--- src/rtl/fu_seq_alu.sv ---
// fu_seq_alu: small sequential ALU with single-cycle arithmetic/logic ops and
// multi-cycle shifts/rotates that move one bit per clock.
//
// Ports:
//   clk, rst           clock, asynchronous active-high reset
//   start, op, A, B, sh request, 4-bit opcode, operands, shift amount
//   busy               high while a multi-cycle shift/rotate is running
//   done               one-cycle pulse when R and the flags are updated
//   R, C, V, N, Z      registered result and status flags
//
// Build option: define FU_ROTATE_EN to enable ROL (10) / ROR (11).
// Without it those opcodes are treated as illegal and no rotate logic exists.
//
// state | meaning
// ------+---------------------------------------------------------
// IDLE  | waiting for start; single-cycle ops complete from here
// RUN   | shifting the working register one bit per clock
module fu_seq_alu #(
  parameter int WIDTH = 8,
  parameter int SHW   = $clog2(WIDTH)
) (
  input  logic             clk,
  input  logic             rst,
  input  logic             start,
  input  logic [3:0]       op,
  input  logic [WIDTH-1:0] A,
  input  logic [WIDTH-1:0] B,
  input  logic [SHW-1:0]   sh,
  output logic             busy,
  output logic             done,
  output logic [WIDTH-1:0] R,
  output logic             C,
  output logic             V,
  output logic             N,
  output logic             Z
);

  localparam logic [3:0] OP_ADD  = 4'd0;
  localparam logic [3:0] OP_SUB  = 4'd1;
  localparam logic [3:0] OP_INC  = 4'd2;
  localparam logic [3:0] OP_NEG  = 4'd3;
  localparam logic [3:0] OP_NAND = 4'd4;
  localparam logic [3:0] OP_XNOR = 4'd5;
  localparam logic [3:0] OP_NOT  = 4'd6;
  localparam logic [3:0] OP_SHL  = 4'd7;
  localparam logic [3:0] OP_ASR  = 4'd8;
  localparam logic [3:0] OP_MOD  = 4'd9;
`ifdef FU_ROTATE_EN
  localparam logic [3:0] OP_ROL  = 4'd10;
  localparam logic [3:0] OP_ROR  = 4'd11;
`endif

  typedef enum logic {S_IDLE, S_RUN} state_t;
  state_t state, state_nxt;

  logic [WIDTH-1:0] work, step, res;
  logic [SHW-1:0]   cnt;
  logic [3:0]       op_q;
  logic             step_out, res_c, res_v, is_multi;
  logic [WIDTH:0]   sum;

  always_comb begin
    is_multi = (op == OP_SHL) || (op == OP_ASR);
`ifdef FU_ROTATE_EN
    if ((op == OP_ROL) || (op == OP_ROR)) is_multi = 1'b1;
`endif
  end

  // Single-cycle result and carry/overflow; illegal opcodes fall to zero.
  always_comb begin
    sum   = '0;
    res   = '0;
    res_c = 1'b0;
    res_v = 1'b0;
    case (op)
      OP_ADD: begin
        sum   = {1'b0, A} + {1'b0, B};
        res   = sum[WIDTH-1:0];
        res_c = sum[WIDTH];
        res_v = (A[WIDTH-1] == B[WIDTH-1]) && (res[WIDTH-1] != A[WIDTH-1]);
      end
      OP_SUB: begin
        sum   = {1'b0, A} + {1'b0, ~B} + (WIDTH+1)'(1);
        res   = sum[WIDTH-1:0];
        res_c = ~sum[WIDTH];  // borrow
        res_v = (A[WIDTH-1] != B[WIDTH-1]) && (res[WIDTH-1] != A[WIDTH-1]);
      end
      OP_INC: begin
        sum   = {1'b0, A} + (WIDTH+1)'(1);
        res   = sum[WIDTH-1:0];
        res_c = sum[WIDTH];
        res_v = (A == {1'b0, {(WIDTH-1){1'b1}}});
      end
      OP_NEG: begin
        res   = ~A + WIDTH'(1);
        res_c = (A == '0);
        res_v = (A == {1'b1, {(WIDTH-1){1'b0}}});
      end
      OP_NAND: res = ~(A & B);
      OP_XNOR: res = ~(A ^ B);
      OP_NOT:  res = ~A;
      OP_MOD:  res = B & ~({WIDTH{1'b1}} << sh);
      default: res = '0;
    endcase
  end

  // One-bit move of the working register for the captured opcode.
  always_comb begin
    step     = work;
    step_out = 1'b0;
    case (op_q)
      OP_SHL: begin
        step     = {work[WIDTH-2:0], 1'b0};
        step_out = work[WIDTH-1];
      end
      OP_ASR: begin
        step     = {work[WIDTH-1], work[WIDTH-1:1]};
        step_out = work[0];
      end
`ifdef FU_ROTATE_EN
      OP_ROL: begin
        step     = {work[WIDTH-2:0], work[WIDTH-1]};
        step_out = work[WIDTH-1];
      end
      OP_ROR: begin
        step     = {work[0], work[WIDTH-1:1]};
        step_out = work[0];
      end
`endif
      default: ;
    endcase
  end

  always_ff @(posedge clk or posedge rst) begin
    if (rst) state <= S_IDLE;
    else     state <= state_nxt;
  end

  // A zero shift amount completes straight from IDLE, so RUN always has cnt >= 1.
  always_comb begin
    state_nxt = state;
    case (state)
      S_IDLE: if (start && is_multi && (sh != '0)) state_nxt = S_RUN;
      S_RUN:  if (cnt == SHW'(1)) state_nxt = S_IDLE;
      default: state_nxt = S_IDLE;
    endcase
  end

  always_comb begin
    busy = (state == S_RUN);
  end

  always_ff @(posedge clk or posedge rst) begin
    if (rst) begin
      work <= '0;
      cnt  <= '0;
      op_q <= '0;
      done <= 1'b0;
      R    <= '0;
      C    <= 1'b0;
      V    <= 1'b0;
      N    <= 1'b0;
      Z    <= 1'b0;
    end else begin
      done <= 1'b0;
      if (state == S_IDLE) begin
        if (start) begin
          if (is_multi && (sh != '0)) begin
            work <= B;
            cnt  <= sh;
            op_q <= op;
          end else if (is_multi) begin
            done <= 1'b1;
            R    <= B;
            C    <= 1'b0;
            V    <= 1'b0;
            N    <= B[WIDTH-1];
            Z    <= (B == '0);
          end else begin
            done <= 1'b1;
            R    <= res;
            C    <= res_c;
            V    <= res_v;
            N    <= res[WIDTH-1];
            Z    <= (res == '0);
          end
        end
      end else begin
        work <= step;
        cnt  <= cnt - SHW'(1);
        if (cnt == SHW'(1)) begin
          done <= 1'b1;
          R    <= step;
          C    <= step_out;
          V    <= 1'b0;
          N    <= step[WIDTH-1];
          Z    <= (step == '0);
        end
      end
    end
  end

endmodule

--- config.mk ---
export PLATFORM = sky130hd
export DESIGN_NAME = fu_seq_alu
export DESIGN_NICKNAME = d
export VERILOG_FILES = /design/src/rtl/fu_seq_alu.sv
export SDC_FILE = /design/constraint.sdc
export NUM_CORES = 1
export LEC_CHECK = 0
export BUFFER_PORTS_ARGS = -buffer_cell sky130_fd_sc_hd__buf_4
export CAP_MARGIN = 20
export CORE_MARGIN = 10
export CORE_UTILIZATION = 60
export CTS_CLUSTER_DIAMETER = 200
export CTS_CLUSTER_SIZE = 20
export DETAILED_ROUTE_END_ITERATION = 16
export PLACE_DENSITY = 0.83
export RECOVER_POWER = 25
export SLEW_MARGIN = 15
export SYNTH_ARGS = -nofsm -noshare
export SYNTH_HDL_FRONTEND = slang
export SYNTH_SLANG_ARGS = --single-unit
export TNS_END_PERCENT = 30
--- constraint.sdc ---
create_clock -name clk -period 2.1 [get_ports clk]
set_input_delay 0.105 -clock clk [delete_from_list [all_inputs] [get_ports clk]]
set_output_delay 0.105 -clock clk [all_outputs]
set_load 0.005 [all_outputs]
==> results.toml <==
[outcome]
outcome = "complete, but fails checks"
violations = "setup timing"

[setup_path]
worstPathArrival_ns = 2.45
cp-start-kind = "input pin"
r2r_slack_ns = -0.02
required_ns = 2.29
cp_max_fo = 3
timing.rr.start = "op_q[1]"
critical_path_class = "input pin to flip-flop"
ff2ff_path_depth = 6
crit_path_end_kind = "flip-flop"
reg2reg_to = "Z"

[floorplan]
start_util_pct = 61.7
die_area_sq_mm = 0.00903
num_io_pins = 40
core_sq_mm = 0.00547
die-width_um = 95.0
num_rows = 27
die_h_um = 95.0

[power]
power.density_mw_per_mm2 = 728
ir_drop_mv = 0.883
leakage_nw = 2.07

[placement]
numPortBuffers = 39
dpl-instance-area_sq_mm = 0.00437
place.gp.congestion = 0.999
dp_cells = 612
hpwlAfterDp_um = 9890

[detailed_routing]
wl_met1_um = 4880
first_iter_violations = 542
drc_errors = 0
wl_per_cell_um = 20.3
drt_first_pass_iters = 6
ant_nets = 0
vias_per_cell = 6.71
highest-signal-layer = "met4"
wirelength_um = 12600
vias = 4152
wl_met2_um = 5670
wl_met3_um = 1430

[layout]
seqCellArea_sq_um = 701
instances_no_fill = 619
fin_nets = 597
fill_cells = 352
syn_to_final_growth_pct = 35.6
post-route-cell-area_sq_mm = 0.00458
antennaDiodeCount = 0
multi_input_area_sq_mm = 0.00256
drive_gt1_share_pct = 35.3

[clock_network]
clock_sinks = 28
clk_latency_ns = 0.28
path_clk_slew_ns = 0.10
cts-root-buf = "clkbuf_8"
htree_levels = 1
cts_tree = "built"
clockBufferDepth = 2
cts_buffers = 3

[yosys]
async_reset_ff_share_pct = 100
yosysWarningCount = 0
syn_nets = 484
yosysUniqueCellTypes = 75
postSynthCellCount = 435
synth_seq_area_share_pct = 20.8
ys_ff_latch = 28
synth_ff_type = "dfrtp_1"
syn_area_sq_mm = 0.00338
synth-edff-count = 0
avgSynthCellArea_sq_um = 7.76

[worst_hold_path]
whs_path_depth = 3
holdPathEnd = "work[7]"
min-delay-start = "B[7]"
hold_path.class = "input pin to flip-flop"

[timing]
slew_headroom_pct = 51.1
finalSetupViolCount = 1
fin_crit_sh_pct = 107
hold_viol_final = 0
fin_ws_ns = -0.157
slew_viol_final = 0
clock-skew-final_ns = 0.0104
period_minus_slack_ns = 2.26
rsz0062_at_grt = "yes"
tightestPinTransition_ns = 0.734
max_freq_mhz = 443

[global_routing]
overflow = 0
grt_max_degree = 29
track_usage_pct = 27.5
antenna_found_initial = 0
grt_pass1_vias = 3866
grt_pass1_wl_um = 20000

[flow_run]
max_cap_violations = 0
==> synth_stat cells, drive strengths merged, types with 11 or more instances <==
cell / instances / area [sq um]
buf: 18 / 100
dfrtp: 28 / 701
a211oi: 12 / 90.1
inv: 23 / 86.3
nand2: 39 / 146
o21ai: 27 / 135
ha: 21 / 263
nor2: 25 / 93.8
clkbuf: 15 / 57.6
a21oi: 36 / 180
nor3: 11 / 55.1
nand3: 16 / 80.1
==> cell families after synthesis <==
| kind of cell | synth area share, % |
|---|---|
| xor gates and xnor gates | 2.34 |
| adders and majority gates | 8.97 |
| muxes | 3.74 |
| AOI/OAI and AO/OA | 30.0 |
| and+or+nand+nor | 26.9 |
| DFF | 20.8 |
| buffers and inverters | 7.34 |
==> power by group <==
group	switching [W]	total (W)	leakage (nW)	internal [W]
logic	0.000975	0.00187	1.70	0.000890
registers	0.000254	0.00104	0.337	0.000781
clock network	0.000176	0.000432	0.0357	0.000256
total	0.00141	0.00333	2.07	0.00193
==> layout by cell type, fill, tap and decap left out, types with 9 or more instances in the layout <==
| cell type | count |
|---|---|
| buf_4 | 138 |
| nand2_1 | 39 |
| a21oi_1 | 35 |
| dfrtp_1 | 28 |
| nor2_1 | 25 |
| o21ai_0 | 23 |
| inv_1 | 18 |
| ha_1 | 15 |
| nand3_1 | 14 |
| nor2b_1 | 9 |
==> state kept, by name, summed over array words and instances (netlist names) <==
| signal | count |
|---|---|
| Z | 1 |
| C | 1 |
| work | 8 |
| busy | 1 |
| cnt | 3 |
| done | 1 |
| V | 1 |
| op_q | 4 |
| R | 8 |
==> metrics by stage <==
stage	setup slack (ns)	total power [W]	hold WS [ns]	TNS (ns)	utilization [%]
finish	-0.157	0.00333	0.142	-0.157	83.6
global placement	-0.439	0.00269	0.190	-2.47	79.9
floorplan	-0.259	0.00200	0.170	-0.259	-
global route	-0.208	0.00357	0.157	-0.314	83.6
CTS	-0.120	0.00326	0.125	-0.128	82.4
detailed placement	-0.528	0.00281	0.204	-3.75	79.9
==> cell type report <==
| cell class | instances | area share, % |
|---|---|---|
| flip-flops and latches | 28 | 15.3 |
| clock buffers | 3 | 0.902 |
| well taps | 72 | 1.97 |
| inverters | 24 | 2.05 |
| repair buffers | 141 | 23.1 |
| multi-input cells | 350 | 56.0 |
| clock inverters | 1 | 0.656 |
==> worst max-delay path, cell delays in order <==
cell        delay (ns)
buf_4             0.11
clkinvlp_4        0.08
ha_2              0.17
inv_2             0.05
fa_2              0.21
nand3_2           0.08
a21oi_2           0.19
mux2i_1           0.21
nor2_1            0.06
or4_4             0.54
or4_4             0.43
o311ai_2          0.23
==> worst max path at each step <==
stage	from	end	slack, ns	cells past startpoint
after floorplan	A[0]	Z	-0.26	11
after global placement	B[5]	Z	-0.44	10
after detailed placement	B[5]	Z	-0.53	10
after CTS	A[0]	Z	-0.12	9
after global routing	A[0]	Z	-0.21	12
final	A[0]	Z	-0.16	12
==> what timing repair did <==
item,4_1_cts,5_1_grt
hold buffers,1,0
hold endpoints to repair,28,0
pin swaps,9,3
setup endpoints to repair,4,8
setup buffers,2,0
gates resized for setup,8,17
==> routing by layer <==
layer | global-route usage, % | up-vias
met5 | 0 | -
met4 | 11.6 | 0
met3 | 5.66 | 65
met2 | 42.7 | 293
met1 | 36.3 | 1926
li1 | - | 1868
(Power assumes the default switching activity.)
